--- src/rtl/dspctl_pkg.sv ---
// Shared encodings and fitter-level defaults for the DSP48 MAC-chain sequencer.
package dspctl_pkg;

  typedef enum logic [1:0] {
    ST_IDLE = 2'b00,
    ST_ACC  = 2'b01,
    ST_HOLD = 2'b10
  } state_t;

  localparam int DEF_PIPE_LAT  = 4;
  localparam int DEF_MAX_WORDS = 16;
  localparam int DEF_TO_CYC    = 255;

endpackage

--- src/rtl/dsp_valid_delay.sv ---
// Fixed-depth delay line for {valid, payload}. Payload only advances behind a valid
// bit, so the last stage keeps the most recent result. Reset clears the valid bits only.
module dsp_valid_delay #(
  parameter int DEPTH = 5,
  parameter int W     = 6
) (
  input  logic         CLOCK,
  input  logic         RESET,
  input  logic         in_vld,
  input  logic [W-1:0] in_dat,
  output logic         out_vld,
  output logic [W-1:0] out_dat
);

  logic [DEPTH-1:0] vld_q;
  logic [W-1:0]     dat_q [DEPTH];

  always_ff @(posedge CLOCK) begin
    if (RESET) begin
      vld_q <= '0;
    end else begin
      vld_q[0] <= in_vld;
      for (int i = 1; i < DEPTH; i++) vld_q[i] <= vld_q[i-1];
    end
  end

  always_ff @(posedge CLOCK) begin
    if (in_vld) dat_q[0] <= in_dat;
    for (int i = 1; i < DEPTH; i++) begin
      if (vld_q[i-1]) dat_q[i] <= dat_q[i-1];
    end
  end

  assign out_vld = vld_q[DEPTH-1];
  assign out_dat = dat_q[DEPTH-1];

endmodule

--- src/rtl/dsp_seq_ctrl.sv ---
// Event framing, MODECP/FREEZE control and result-valid alignment for one DSP48 MAC chain.
// Optional idle-gap abort is built in when DSPCTL_TIMEOUT_EN is defined.
module dsp_seq_ctrl
  import dspctl_pkg::*;
#(
  parameter int PIPE_LAT  = DEF_PIPE_LAT,
  parameter int MAX_WORDS = DEF_MAX_WORDS,
  parameter int WC_W      = 5,
  parameter int TO_CYC    = DEF_TO_CYC
) (
  input  logic            CLOCK,
  input  logic            RESET,
  input  logic            DV,
  input  logic            EV,
  output logic            MODECP,
  output logic            FREEZE,
  output logic            BUSY,
  output logic            DVout,
  output logic [WC_W-1:0] WCOUNT,
  output logic            ERR,
  output logic            TOUT
);

  localparam int PW = WC_W + 1;

  if (PIPE_LAT < 1 || TO_CYC < 1 || MAX_WORDS >= (1 << WC_W)) begin : g_param_check
    $error("dsp_seq_ctrl: illegal parameter set");
  end

  state_t          state_q, state_d;
  logic [WC_W-1:0] cnt_q, word_cnt;
  logic            ovf_q, word_ovf;
  logic            first, at_max, abort;
  logic            seen_q;
  logic            res_vld;
  logic [PW-1:0]   res_dat;

  // Count including the word being sampled now; saturates, overflow is sticky per event.
  assign first    = (state_q == ST_IDLE);
  assign at_max   = (cnt_q == WC_W'(MAX_WORDS));
  assign word_cnt = first ? WC_W'(1) : (at_max ? cnt_q : cnt_q + 1'b1);
  assign word_ovf = !first && (ovf_q || at_max);

`ifdef DSPCTL_TIMEOUT_EN
  localparam int GAP_W = $clog2(TO_CYC + 1);
  logic [GAP_W-1:0] gap_q;

  assign abort = !DV && (state_q != ST_IDLE) && (gap_q == GAP_W'(TO_CYC - 1));

  always_ff @(posedge CLOCK) begin
    if (RESET || DV || first || abort) gap_q <= '0;
    else                               gap_q <= gap_q + 1'b1;
  end
`else
  assign abort = 1'b0;
`endif

  always_comb begin
    state_d = state_q;
    case (state_q)
      ST_IDLE: if (DV && !EV) state_d = ST_ACC;
      ST_ACC, ST_HOLD: begin
        if (DV)         state_d = EV ? ST_IDLE : ST_ACC;
        else if (abort) state_d = ST_IDLE;
        else            state_d = ST_HOLD;
      end
      default: state_d = ST_IDLE;
    endcase
  end

  always_ff @(posedge CLOCK) begin
    if (RESET) begin
      state_q <= ST_IDLE;
      cnt_q   <= '0;
      ovf_q   <= 1'b0;
      MODECP  <= 1'b0;
      FREEZE  <= 1'b0;
      BUSY    <= 1'b0;
      TOUT    <= 1'b0;
      seen_q  <= 1'b0;
    end else begin
      state_q <= state_d;
      if (DV) begin
        cnt_q <= word_cnt;
        ovf_q <= word_ovf;
      end
      MODECP <= DV && first;
      FREEZE <= !DV && !first;
      BUSY   <= (state_d != ST_IDLE);
      TOUT   <= abort;
      seen_q <= seen_q || res_vld;
    end
  end

  dsp_valid_delay #(
    .DEPTH (PIPE_LAT + 1),
    .W     (PW)
  ) u_delay (
    .CLOCK   (CLOCK),
    .RESET   (RESET),
    .in_vld  (DV && EV),
    .in_dat  ({word_cnt, word_ovf}),
    .out_vld (res_vld),
    .out_dat (res_dat)
  );

  // Result fields read as zero until the first strobe after reset.
  assign DVout  = res_vld;
  assign WCOUNT = (res_vld || seen_q) ? res_dat[PW-1:1] : '0;
  assign ERR    = (res_vld || seen_q) ? res_dat[0] : 1'b0;

endmodule

--- config.mk ---
export PLATFORM = sky130hd
export DESIGN_NAME = dsp_seq_ctrl
export DESIGN_NICKNAME = d
export VERILOG_FILES = /design/src/rtl/dspctl_pkg.sv /design/src/rtl/dsp_valid_delay.sv /design/src/rtl/dsp_seq_ctrl.sv
export SDC_FILE = /design/constraint.sdc
export NUM_CORES = 1
export LEC_CHECK = 0
export ABC_AREA = 1
export CORE_MARGIN = 10
export CORE_UTILIZATION = 42
export DETAILED_ROUTE_END_ITERATION = 10
export PLACE_DENSITY_LB_ADDON = 0.2
export REMOVE_ABC_BUFFERS = 1
export SLEW_MARGIN = 20
export SYNTH_ARGS = -nofsm -noshare
export SYNTH_HDL_FRONTEND = slang
export SYNTH_SLANG_ARGS = --single-unit
--- constraint.sdc ---
create_clock -name CLOCK -period 3.44 [get_ports CLOCK]
set_input_delay 1.032 -clock CLOCK [delete_from_list [all_inputs] [get_ports CLOCK]]
set_output_delay 1.032 -clock CLOCK [all_outputs]
set_load 0.05 [all_outputs]
==> impl_metrics.json <==
{
  "status": "finished, final reports clean",
  "p_leak_uw": 0.000771,
  "worstSetupPathType": "flop to output port",
  "post_cts_buffers": 0,
  "cts_tree": "done",
  "clkLatencyLatePin_ns": 0.30,
  "ys_seq_area_share_pct": 70.5,
  "crit_path_start_kind": "flop",
  "final_cells": 213,
  "rsz0062_at_grt": "no",
  "finalPower_uw": 1000,
  "hp-class": "flop to flop",
  "grtUsageMet1_pct": 6.96,
  "setup_ws_ns": 0.669,
  "vias": 942,
  "synth_edf_count": 30,
  "crit_chain": "nor2_1 > nor2_1 > clkdlybuf4s50_1",
  "ctsHoldBuffers": 0,
  "htreeDepth": 2,
  "critPathBufInv": 1,
  "first_pass_iters": 4,
  "hold_violations": 0,
  "cts.sinks": 47,
  "dr.first_iter.drc_count": 80,
  "synth_adder_area_share_pct": 2.84,
  "fin_skew_ns": 0.00860,
  "busiest_layer": "met2",
  "initial_utilization_pct": 43.7,
  "grt_antenna_before_repair": 0,
  "ctsResizeCount": 0,
  "clk_path_buf_depth": 2,
  "netlist_area_um2": 1760,
  "tns_ns": 0,
  "cp_common_cell": "nor2_1",
  "synth_cell_types": 25,
  "syn_to_final_growth_pct": 13.7,
  "synth_compound_area_share_pct": 3.20,
  "grtUsageMet2_pct": 14.0,
  "rows": 23,
  "vdd_drop_max_mv": 0.285,
  "nets": 170,
  "clkSlewWorstSetupHoldPaths_ns": 0.08,
  "synth_top_family_by_area": "simple AND/OR/NAND/NOR gates",
  "postRouteAntennaNets": 0,
  "wl_per_cell_um": 11.5,
  "avgSynthCellArea_um2": 12.1,
  "critPathSlowestCell": "clkdlybuf4s50_1",
  "worst_slew_pin_slew_ns": 0.506,
  "grt_overflow_total": 0,
  "fin_crit_ns": 2.77,
  "synth.area.mux_share_pct": 0,
  "dieArea_um2": 7180,
  "fmax_mhz": 361,
  "slowest_delay_ns": 0.71,
  "place.gp.congestion": 0.848,
  "period_share_pct": 80.6,
  "placed_cells": 205,
  "grt_util_all_layers_pct": 8.01,
  "use_met3_pct": 4.64,
  "synth_xor_xnor_area_share_pct": 0.498,
  "yosys_register_bits": 47,
  "cp_top_family": "buffers and inverters",
  "wl_mm": 2.44,
  "yosys_most_used_dff": "edfxtp_1",
  "finalMaxSlewViolations": 0,
  "power_density_nw_per_um2": 501,
  "worstPathArrival_ns": 1.74,
  "fp.dieW_um": 84.7,
  "setup_viol": 0,
  "numCtsBuffers": 5,
  "drive_gt1_share_pct": 12.3,
  "viasPerCell": 4.42,
  "async_flop_share_pct": 0,
  "max_cap_viol_count": 0,
  "die_h_um": 84.7,
  "worst_ep_required_time_ns": 2.41,
  "num_antenna_cells": 0,
  "synthSimpleGateAreaFrac_pct": 14.9,
  "grt_pass1_vias": 1048,
  "dp_slack_ns": 0.962,
  "end_kind": "output port",
  "yosys_warnings": 0,
  "detailed_place_hpwl_mm": 1.80,
  "relSlewSlack_pct": 66.2,
  "syn_inst": 146,
  "cts_root_buf": "clkbuf_8",
  "core_area_um2": 4030,
  "drcViolationCount": 0,
  "port_buffers": 13,
  "cp_max_fo": 7,
  "finalHoldWorstSlack_ns": 0.414,
  "top_level_ports": 15,
  "grt_pass1_wl_mm": 4.63,
  "grt_max_degree": 16
}
[metal layers]
layer,part of all wire [%],vias to the layer above,wire length (um)
li1,-,492,-
met4,2.4,0,58
met2,53,18,1290
met3,7.8,7,191
met1,37,425,904
met5,0,-,0
[where the power goes]
| part | total (uW) | internal, uW | switching (uW) |
|---|---|---|---|
| logic | 67.2 | 21.1 | 46.1 |
| clock network | 316 | 143 | 173 |
| registers | 619 | 610 | 8.09 |
[per-stage QoR]
step | utilization (%) | area, um^2
2_1_floorplan | - | 1720
5_1_grt | 49.7 | 2000
6_report | 49.7 | 2000
3_5_place_dp | 47.5 | 1920
3_3_place_gp | 47.5 | 1920
4_1_cts | 49.7 | 2000
[final cells by class]
type / instances / area [um^2]
repair buffers: 13 / 130
fillers: 375 / 2030
clock buffers: 6 / 72.6
well taps: 50 / 62.6
multi-input cells: 68 / 380
flip-flops and latches: 47 / 1240
inverters: 27 / 101
clock inverters: 2 / 13.8
[cell usage in the layout, fill, tap and decap left out]
| master | instances |
|---|---|
| edfxtp_1 | 30 |
| nand2b_1 | 1 |
| nor2_2 | 1 |
| clkbuf_8 | 5 |
| clkinv_4 | 1 |
| o22ai_1 | 1 |
| nand2_1 | 22 |
| conb_1 | 1 |
| nor2_4 | 3 |
| nand2_4 | 1 |
| dfxtp_1 | 17 |
| ha_1 | 4 |
| clkinv_1 | 1 |
| nand2_2 | 2 |
| a21oi_4 | 1 |
| clkinv_2 | 1 |
| nor2_1 | 15 |
| nand3_1 | 6 |
| o21ai_1 | 3 |
| inv_1 | 23 |
| xnor2_1 | 1 |
| clkbuf_1 | 1 |
| a21oi_1 | 2 |
| nand4_1 | 2 |
| inv_2 | 3 |
| a21oi_2 | 1 |
| nand3_2 | 1 |
| clkdlybuf4s50_1 | 13 |
[cell usage after synthesis, types with 2 or more instances]
library cell | number | area (um^2)
a21oi_1 | 2 | 10.0
buf_4 | 2 | 15.0
buf_6 | 2 | 22.5
dfxtp_1 | 17 | 340
edfxtp_1 | 30 | 901
ha_1 | 4 | 50.1
inv_1 | 23 | 86.3
inv_2 | 3 | 11.3
nand2_1 | 22 | 82.6
nand2_2 | 2 | 12.5
nand3_1 | 6 | 30.0
nand4_1 | 2 | 12.5
nor2_1 | 15 | 56.3
nor2_4 | 3 | 33.8
o21ai_1 | 3 | 15.0
[final timing paths]
path	from	end	slack, ns	cells after the start
worst max-delay path	seen_q	WCOUNT[4]	0.67	3
worst min-delay path	u_delay.dat_q[0][9]	u_delay.dat_q[0][15]	0.41	0
worst max register to register	cnt_q[0]	u_delay.dat_q[0][1]	2.09	6
worst min register to register	u_delay.dat_q[0][9]	u_delay.dat_q[0][15]	0.41	0
[state kept, by name, summed over array words and instances, names as in the netlist]
register	flops
BUSY	1
ovf_q	1
state_q	2
FREEZE	1
cnt_q	5
seen_q	1
u_delay.dat_q	30
MODECP	1
u_delay.vld_q	5
[cell families (layout without fill, tap and decap cells)]
group,Yosys count,count (layout)
buffers and inverters,31,48
adder cells (fa/ha/maj),4,4
AO/OA/AOI/OAI,8,8
AND/OR/NAND/NOR,54,54
flip-flops,47,47
XOR/XNOR,1,1
other,1,1
Power figures use the tool's default switching activity.
